[config.mk]
export PLATFORM = sky130hd
export DESIGN_NAME = mem_controller
export DESIGN_NICKNAME = d
export VERILOG_FILES = /design/src/rtl/mem_ctrl_pkg.sv /design/src/rtl/mem_channel.sv /design/src/rtl/mem_controller.sv
export SDC_FILE = /design/constraint.sdc
export NUM_CORES = 1
export LEC_CHECK = 0
export BUFFER_PORTS_ARGS = -buffer_cell sky130_fd_sc_hd__buf_2
export CAP_MARGIN = 20
export CORE_MARGIN = 5
export CORE_UTILIZATION = 40
export CTS_CLUSTER_DIAMETER = 50
export DETAILED_ROUTE_END_ITERATION = 16
export GPL_TIMING_DRIVEN = 0
export PLACE_DENSITY_LB_ADDON = 0.08
export SLEW_MARGIN = 20
export SYNTH_ARGS = -nofsm -noshare
export SYNTH_HDL_FRONTEND = slang
export SYNTH_SLANG_ARGS = --single-unit
[constraint.sdc]
create_clock -name clk -period 4.5 [get_ports clk]
set_input_delay 0.9 -clock clk [delete_from_list [all_inputs] [get_ports clk]]
set_output_delay 0.9 -clock clk [all_outputs]
set_load 0.1 [all_outputs]
[src/rtl/mem_ctrl_pkg.sv]
// Shared types for the LSU-to-memory arbiter and its channels.
// MEM_CONTROLLER_WRITE_EN adds the write states; without it the build is read-only.
package mem_ctrl_pkg;

  localparam int STATE_W = 3;

  typedef enum logic [STATE_W-1:0] {
    CH_IDLE           = 3'd0,
    CH_READ_WAITING   = 3'd1,
    CH_READ_RELAYING  = 3'd2
`ifdef MEM_CONTROLLER_WRITE_EN
    ,
    CH_WRITE_WAITING  = 3'd3,
    CH_WRITE_RELAYING = 3'd4
`endif
  } ch_state_e;

endpackage

[src/rtl/mem_channel.sv]
// One memory channel: request FSM, latched request and round-robin pointer.
// MEM_CONTROLLER_WRITE_EN enables the write path; otherwise write outputs are 0.
module mem_channel
  import mem_ctrl_pkg::*;
#(
  parameter int NUM_CONSUMERS = 4,
  parameter int IDX_W         = 2,
  parameter int ADDR_BITS     = 8,
  parameter int DATA_BITS     = 8
) (
  input  logic                 clk,
  input  logic                 reset,
  input  logic                 grant_i,
  input  logic                 grant_write_i,
  input  logic [IDX_W-1:0]     grant_idx_i,
  input  logic [ADDR_BITS-1:0] grant_addr_i,
  input  logic [DATA_BITS-1:0] grant_data_i,
  input  logic                 cons_read_valid_i,
  input  logic                 cons_write_valid_i,
  output logic [STATE_W-1:0]   state_o,
  output logic [IDX_W-1:0]     idx_o,
  output logic [IDX_W-1:0]     ptr_o,
  output logic [DATA_BITS-1:0] data_o,
  output logic                 release_o,
  output logic                 mem_read_valid_o,
  output logic [ADDR_BITS-1:0] mem_read_address_o,
  input  logic                 mem_read_ready_i,
  input  logic [DATA_BITS-1:0] mem_read_data_i,
  output logic                 mem_write_valid_o,
  output logic [ADDR_BITS-1:0] mem_write_address_o,
  output logic [DATA_BITS-1:0] mem_write_data_o,
  input  logic                 mem_write_ready_i
);

  ch_state_e            state_q, state_d;
  logic [IDX_W-1:0]     idx_q, idx_d;
  logic [IDX_W-1:0]     ptr_q, ptr_d;
  logic [ADDR_BITS-1:0] addr_q, addr_d;
  logic [DATA_BITS-1:0] data_q, data_d;

  function automatic logic [IDX_W-1:0] next_idx(
    input logic [IDX_W-1:0] i
  );
    return (i == IDX_W'(NUM_CONSUMERS - 1)) ? '0 : i + 1'b1;
  endfunction

  always_ff @(posedge clk) begin
    if (reset) begin
      state_q <= CH_IDLE;
      idx_q   <= '0;
      ptr_q   <= '0;
      addr_q  <= '0;
      data_q  <= '0;
    end else begin
      state_q <= state_d;
      idx_q   <= idx_d;
      ptr_q   <= ptr_d;
      addr_q  <= addr_d;
      data_q  <= data_d;
    end
  end

  always_comb begin
    state_d   = state_q;
    idx_d     = idx_q;
    ptr_d     = ptr_q;
    addr_d    = addr_q;
    data_d    = data_q;
    release_o = 1'b0;
    unique case (state_q)
      CH_IDLE: begin
        if (grant_i) begin
          idx_d  = grant_idx_i;
          addr_d = grant_addr_i;
          data_d = grant_data_i;
`ifdef MEM_CONTROLLER_WRITE_EN
          state_d = grant_write_i ? CH_WRITE_WAITING
                                  : CH_READ_WAITING;
`else
          state_d = CH_READ_WAITING;
`endif
        end
      end
      CH_READ_WAITING: begin
        if (mem_read_ready_i) begin
          data_d  = mem_read_data_i;
          state_d = CH_READ_RELAYING;
        end
      end
      CH_READ_RELAYING: begin
        if (!cons_read_valid_i) begin
          state_d   = CH_IDLE;
          release_o = 1'b1;
          ptr_d     = next_idx(idx_q);
        end
      end
`ifdef MEM_CONTROLLER_WRITE_EN
      CH_WRITE_WAITING: begin
        if (mem_write_ready_i) state_d = CH_WRITE_RELAYING;
      end
      CH_WRITE_RELAYING: begin
        if (!cons_write_valid_i) begin
          state_d   = CH_IDLE;
          release_o = 1'b1;
          ptr_d     = next_idx(idx_q);
        end
      end
`endif
      default: state_d = CH_IDLE;
    endcase
  end

  assign state_o = state_q;
  assign idx_o   = idx_q;
  assign ptr_o   = ptr_q;
  assign data_o  = data_q;

  assign mem_read_valid_o   = (state_q == CH_READ_WAITING);
  assign mem_read_address_o = mem_read_valid_o ? addr_q : '0;

`ifdef MEM_CONTROLLER_WRITE_EN
  assign mem_write_valid_o   = (state_q == CH_WRITE_WAITING);
  assign mem_write_address_o = mem_write_valid_o ? addr_q : '0;
  assign mem_write_data_o    = mem_write_valid_o ? data_q : '0;
`else
  logic unused_wr;
  assign unused_wr = ^{grant_write_i, cons_write_valid_i,
                       mem_write_ready_i};
  assign mem_write_valid_o   = 1'b0;
  assign mem_write_address_o = '0;
  assign mem_write_data_o    = '0;
`endif

endmodule

[src/rtl/mem_controller.sv]
// Arbitrates per-thread LSU requests onto NUM_CHANNELS memory channels.
// MEM_CONTROLLER_WRITE_EN builds the data-memory variant with writes.
module mem_controller
  import mem_ctrl_pkg::*;
#(
  parameter int NUM_CONSUMERS = 4,
  parameter int NUM_CHANNELS  = 1,
  parameter int ADDR_BITS     = 8,
  parameter int DATA_BITS     = 8
) (
  input  logic clk,
  input  logic reset,
  input  logic [NUM_CONSUMERS-1:0]                consumer_read_valid,
  input  logic [NUM_CONSUMERS-1:0][ADDR_BITS-1:0] consumer_read_address,
  output logic [NUM_CONSUMERS-1:0]                consumer_read_ready,
  output logic [NUM_CONSUMERS-1:0][DATA_BITS-1:0] consumer_read_data,
  input  logic [NUM_CONSUMERS-1:0]                consumer_write_valid,
  input  logic [NUM_CONSUMERS-1:0][ADDR_BITS-1:0] consumer_write_address,
  input  logic [NUM_CONSUMERS-1:0][DATA_BITS-1:0] consumer_write_data,
  output logic [NUM_CONSUMERS-1:0]                consumer_write_ready,
  output logic [NUM_CHANNELS-1:0]                 mem_read_valid,
  output logic [NUM_CHANNELS-1:0][ADDR_BITS-1:0]  mem_read_address,
  input  logic [NUM_CHANNELS-1:0]                 mem_read_ready,
  input  logic [NUM_CHANNELS-1:0][DATA_BITS-1:0]  mem_read_data,
  output logic [NUM_CHANNELS-1:0]                 mem_write_valid,
  output logic [NUM_CHANNELS-1:0][ADDR_BITS-1:0]  mem_write_address,
  output logic [NUM_CHANNELS-1:0][DATA_BITS-1:0]  mem_write_data,
  input  logic [NUM_CHANNELS-1:0]                 mem_write_ready
);

  localparam int IDX_W =
    (NUM_CONSUMERS > 1) ? $clog2(NUM_CONSUMERS) : 1;

  logic [STATE_W-1:0]   ch_state [NUM_CHANNELS];
  logic [NUM_CHANNELS-1:0][IDX_W-1:0]     ch_idx;
  logic [NUM_CHANNELS-1:0][IDX_W-1:0]     ch_ptr;
  logic [NUM_CHANNELS-1:0][DATA_BITS-1:0] ch_data;
  logic [NUM_CHANNELS-1:0]                ch_release;
  logic [NUM_CHANNELS-1:0]                ch_rd_valid;
  logic [NUM_CHANNELS-1:0]                ch_wr_valid;

  logic [NUM_CHANNELS-1:0]                grant_v;
  logic [NUM_CHANNELS-1:0]                grant_wr;
  logic [NUM_CHANNELS-1:0][IDX_W-1:0]     grant_idx;
  logic [NUM_CHANNELS-1:0][ADDR_BITS-1:0] grant_addr;
  logic [NUM_CHANNELS-1:0][DATA_BITS-1:0] grant_data;

  logic [NUM_CONSUMERS-1:0] busy_q, busy_d;
  logic [NUM_CONSUMERS-1:0] claim;
  logic [NUM_CONSUMERS-1:0] pending;
  int                       sel_j;

`ifdef MEM_CONTROLLER_WRITE_EN
  assign pending = consumer_read_valid | consumer_write_valid;
`else
  logic unused_wr;
  assign unused_wr = ^{consumer_write_valid, consumer_write_address,
                       consumer_write_data};
  assign pending = consumer_read_valid;
`endif

  always_ff @(posedge clk) begin
    if (reset) busy_q <= '0;
    else       busy_q <= busy_d;
  end

  // Lower channels claim first; claims accumulate so no consumer
  // can be granted to two channels in the same cycle.
  always_comb begin
    claim      = busy_q;
    sel_j      = 0;
    grant_v    = '0;
    grant_wr   = '0;
    grant_idx  = '0;
    grant_addr = '0;
    grant_data = '0;
    for (int c = 0; c < NUM_CHANNELS; c++) begin
      if (ch_state[c] == CH_IDLE) begin
        for (int k = 0; k < NUM_CONSUMERS; k++) begin
          sel_j = (int'(ch_ptr[c]) + k) % NUM_CONSUMERS;
          if (!grant_v[c] && pending[sel_j] && !claim[sel_j]) begin
            grant_v[c]    = 1'b1;
            claim[sel_j]  = 1'b1;
            grant_idx[c]  = IDX_W'(sel_j);
`ifdef MEM_CONTROLLER_WRITE_EN
            grant_wr[c]   = !consumer_read_valid[sel_j];
            grant_addr[c] = consumer_read_valid[sel_j]
                          ? consumer_read_address[sel_j]
                          : consumer_write_address[sel_j];
            grant_data[c] = consumer_write_data[sel_j];
`else
            grant_addr[c] = consumer_read_address[sel_j];
`endif
          end
        end
      end
    end
  end

  always_comb begin
    busy_d = busy_q;
    for (int c = 0; c < NUM_CHANNELS; c++) begin
      if (ch_release[c]) busy_d[ch_idx[c]] = 1'b0;
    end
    for (int c = 0; c < NUM_CHANNELS; c++) begin
      if (grant_v[c]) busy_d[grant_idx[c]] = 1'b1;
    end
  end

  always_comb begin
    consumer_read_ready  = '0;
    consumer_read_data   = '0;
    consumer_write_ready = '0;
    for (int c = 0; c < NUM_CHANNELS; c++) begin
      if (ch_state[c] == CH_READ_RELAYING) begin
        consumer_read_ready[ch_idx[c]] = 1'b1;
        consumer_read_data[ch_idx[c]]  = ch_data[c];
      end
`ifdef MEM_CONTROLLER_WRITE_EN
      if (ch_state[c] == CH_WRITE_RELAYING) begin
        consumer_write_ready[ch_idx[c]] = 1'b1;
      end
`endif
    end
  end

  for (genvar c = 0; c < NUM_CHANNELS; c++) begin : g_ch
    assign ch_rd_valid[c] = consumer_read_valid[ch_idx[c]];
`ifdef MEM_CONTROLLER_WRITE_EN
    assign ch_wr_valid[c] = consumer_write_valid[ch_idx[c]];
`else
    assign ch_wr_valid[c] = 1'b0;
`endif

    mem_channel #(
      .NUM_CONSUMERS(NUM_CONSUMERS),
      .IDX_W        (IDX_W),
      .ADDR_BITS    (ADDR_BITS),
      .DATA_BITS    (DATA_BITS)
    ) u_ch (
      .clk                (clk),
      .reset              (reset),
      .grant_i            (grant_v[c]),
      .grant_write_i      (grant_wr[c]),
      .grant_idx_i        (grant_idx[c]),
      .grant_addr_i       (grant_addr[c]),
      .grant_data_i       (grant_data[c]),
      .cons_read_valid_i  (ch_rd_valid[c]),
      .cons_write_valid_i (ch_wr_valid[c]),
      .state_o            (ch_state[c]),
      .idx_o              (ch_idx[c]),
      .ptr_o              (ch_ptr[c]),
      .data_o             (ch_data[c]),
      .release_o          (ch_release[c]),
      .mem_read_valid_o   (mem_read_valid[c]),
      .mem_read_address_o (mem_read_address[c]),
      .mem_read_ready_i   (mem_read_ready[c]),
      .mem_read_data_i    (mem_read_data[c]),
      .mem_write_valid_o  (mem_write_valid[c]),
      .mem_write_address_o(mem_write_address[c]),
      .mem_write_data_o   (mem_write_data[c]),
      .mem_write_ready_i  (mem_write_ready[c])
    );
  end

endmodule

==> flow_summary.json <==
{
  "io_buffers": 90,
  "cp.arrival_ns": 4.16,
  "layout_common_cells": "94 x buf_2, 32 x and3_1, 30 x nor2_1, 26 x dfxtp_1, 24 x buf_4",
  "max-slew-margin-rel": 0.414,
  "holdCritStartpoint": "g_ch[0].u_ch.addr_q[7]",
  "dr.first_iter.drc_count": 138,
  "yosysSeqAreaShare": 0.164,
  "synth-warning-count": 0,
  "cts_max_level": 1,
  "drc": 0,
  "dp.final_hpwl_um": 7670,
  "start_kind": "flip-flop",
  "vias_per_cell": 5.61,
  "grt_usage": 0.193,
  "antenna_found_initial": 0,
  "dieArea_um2": 9800,
  "synth_area_per_cell_um2": 8.75,
  "cp-startpoint": "g_ch[0].u_ch.ptr_o[0]",
  "dieHeight_um": 99.0,
  "hold_slack_ns": 0.498,
  "maxSlewViolCount": 0,
  "synth.area.top_cells": "dfxtp_1 16%, mux4_2 14%, and3_1 6.3%",
  "cts_buffer_depth": 2,
  "synth_cell_types": 59,
  "root_buffer": "clkbuf_8",
  "cts_resized": 0,
  "synth_edf_count": 0,
  "rsz0062_at_grt": "no",
  "numCtsBuffers": 3,
  "cp.required_ns": 4.69,
  "clock_latency_ns": 0.27,
  "postPlaceCellArea_um2": 3820,
  "ys_seq_elements": 26,
  "yosys.area.top_type": "dfxtp_1",
  "drive_gt1_frac": 0.338,
  "start_util": 0.410,
  "top_usage_layer": "met2",
  "cts_setup_buffers": 0,
  "synth_ff_type": "dfxtp_1",
  "worstMarginPinSlew_ns": 0.880,
  "worstPathMaxFanout": 10,
  "pwr-share-comb": 0.671,
  "switchingPower_mw": 0.901,
  "synth_cells": 362,
  "mostFrequentLayoutCell": "buf_2",
  "hold_buffers": 0,
  "endpoint": "g_ch[0].u_ch.addr_q[1]",
  "clock_sinks": 26,
  "worstSetupPathType": "reg2reg",
  "fin_util": 0.504,
  "die_x_um": 99.0,
  "cap_viol_max_count": 0,
  "synth_area_um2": 3170,
  "grt_use_met3": 0.0283,
  "ant_nets": 0,
  "clockPowerShare": 0.113,
  "cts_tree": "built",
  "setup_viol": 0,
  "clkTransAtPathRegs_ns": 0.09,
  "p_leak_nw": 1.75,
  "post_drt_wl_per_cell_um": 17.3,
  "core_um2": 7730,
  "place.gp.congestion": 0.845,
  "finalCriticalPeriod_ns": 3.97,
  "via_count": 3241,
  "antennaDiodeCount": 0,
  "hold_class": "reg2reg",
  "grt_pass1_vias": 3258,
  "power.density_nw_per_um2": 445,
  "fin_crit_sh": 0.882,
  "vdd_drop_max_mv": 0.182,
  "p_sw_frac": 0.520,
  "outcome": "finished, final reports clean",
  "intPower_mw": 0.830,
  "fin_skew_ns": 0.00218,
  "r2r_cells": 11,
  "r2r-start": "g_ch[0].u_ch.ptr_o[0]",
  "met1_usage": 0.256,
  "timing.rr.end": "g_ch[0].u_ch.addr_q[1]",
  "fin_nets": 601,
  "p_total_mw": 1.73,
  "first_pass_iters": 4,
  "hold_viol_final": 0,
  "tns_ns": 0,
  "regToRegSetupSlack_ns": 0.53,
  "grtUsageMet2": 0.336,
  "area_growth_pct": 22.9,
  "timing.fmax_ghz": 0.252,
  "grt.overflow.total": 0,
  "grt_max_degree": 16,
  "wl_um": 10000,
  "ioPinCount": 182,
  "rows": 32,
  "grt_pass1_wl_um": 15800,
  "cp-end-kind": "flip-flop",
  "synthArstFlopShare": 0,
  "stdcell_area_um2": 3890,
  "synth_top_area_frac": 0.164,
  "pwr-share-seq": 0.215
}
-- kinds of logic after synthesis --
group,after synthesis,synth area share
buffers and inverters,62,0.115
AO/OA/AOI/OAI,94,0.249
other,1,0.00118
flip-flops,26,0.164
AND/OR/NAND/NOR,132,0.236
multiplexers,39,0.202
adder cells (fa/ha/maj),8,0.0316
-- layer usage --
metal	wire length, µm	share of wire
met5	0	0
met4	35	0.0035
met3	763	0.076
met2	4880	0.49
met1	4320	0.43
-- state kept, by name, summed over array words and instances, names as in the netlist --
register / count
busy_q: 4
g_ch.u_ch.data_o: 8
g_ch.u_ch.ptr_o: 2
g_ch.u_ch.idx_o: 2
g_ch.u_ch.addr_q: 8
g_ch.u_ch.state_o: 2
-- worst max-delay path, cell delays in order, from the launching register on --
cell	delay, ns
dfxtp_1	0.55
inv_1	0.20
ha_1	0.32
buf_2	0.22
mux4_2	0.34
o21ai_2	0.15
nor4_2	0.11
a2111oi_0	0.67
o311a_1	0.28
nor3b_4	0.52
a22oi_1	0.21
a311oi_1	0.30
-- how the worst min path moves through the flow --
stage	endpoint	slack, ns	depth (start not counted)
global placement	g_ch[0].u_ch.addr_q[0]	0.48	2
finish	g_ch[0].u_ch.addr_q[7]	0.50	2
detailed placement	g_ch[0].u_ch.addr_q[7]	0.49	2
floorplan	g_ch[0].u_ch.addr_q[0]	0.47	2
global route	g_ch[0].u_ch.addr_q[7]	0.52	2
CTS	g_ch[0].u_ch.addr_q[7]	0.50	2
-- cells in the mapped netlist, types with 2 or more instances --
| cell type | number |
|---|---|
| a211o_1 | 2 |
| a211oi_1 | 10 |
| a21oi_1 | 8 |
| a22oi_1 | 9 |
| a2bb2oi_1 | 8 |
| a311oi_1 | 8 |
| and2_1 | 11 |
| and3_1 | 32 |
| and3b_1 | 2 |
| buf_1 | 3 |
| buf_2 | 4 |
| buf_4 | 24 |
| buf_6 | 5 |
| clkbuf_1 | 15 |
| dfxtp_1 | 26 |
| ha_1 | 8 |
| inv_1 | 11 |
| mux2i_1 | 19 |
| mux4_2 | 20 |
| nand2_1 | 15 |
| nand2b_1 | 5 |
| nand3_1 | 4 |
| nor2_1 | 30 |
| nor2b_1 | 10 |
| nor3_1 | 10 |
| nor3b_1 | 2 |
| nor4_1 | 2 |
| o21a_1 | 3 |
| o21ai_0 | 15 |
| o311a_1 | 2 |
| o311ai_2 | 2 |
| o32ai_1 | 10 |
-- layout make-up --
class                           instances  area, µm²
Sequential cell                        26        520
Tap cell                              102        128
Inverter                               11       41.3
Clock buffer                            3       41.3
Clock inverter                          1       30.0
Fill cell                             792       3840
Multi-Input combinational cell        294       2360
Buffer                                 51        324
Timing Repair Buffer                   90        450
-- power groups by stage --
| stage | clock network [mW] | logic (mW) | registers, mW |
|---|---|---|---|
| after global placement | 0 | 1.14 | 0.376 |
| after detailed placement | 0 | 1.15 | 0.378 |
| after global routing | 0.208 | 1.24 | 0.386 |
| after CTS | 0.200 | 1.15 | 0.372 |
| after floorplan | 0 | 0.926 | 0.355 |
| final | 0.196 | 1.16 | 0.373 |
-- stage by stage --
step / setup slack (ns) / cells
global placement: 0.512 / 574
global route: 0.264 / 578
detailed placement: 0.575 / 574
floorplan: 1.16 / 382
finish: 0.529 / 578
CTS: 0.543 / 578
Power figures use the tool's default switching activity.
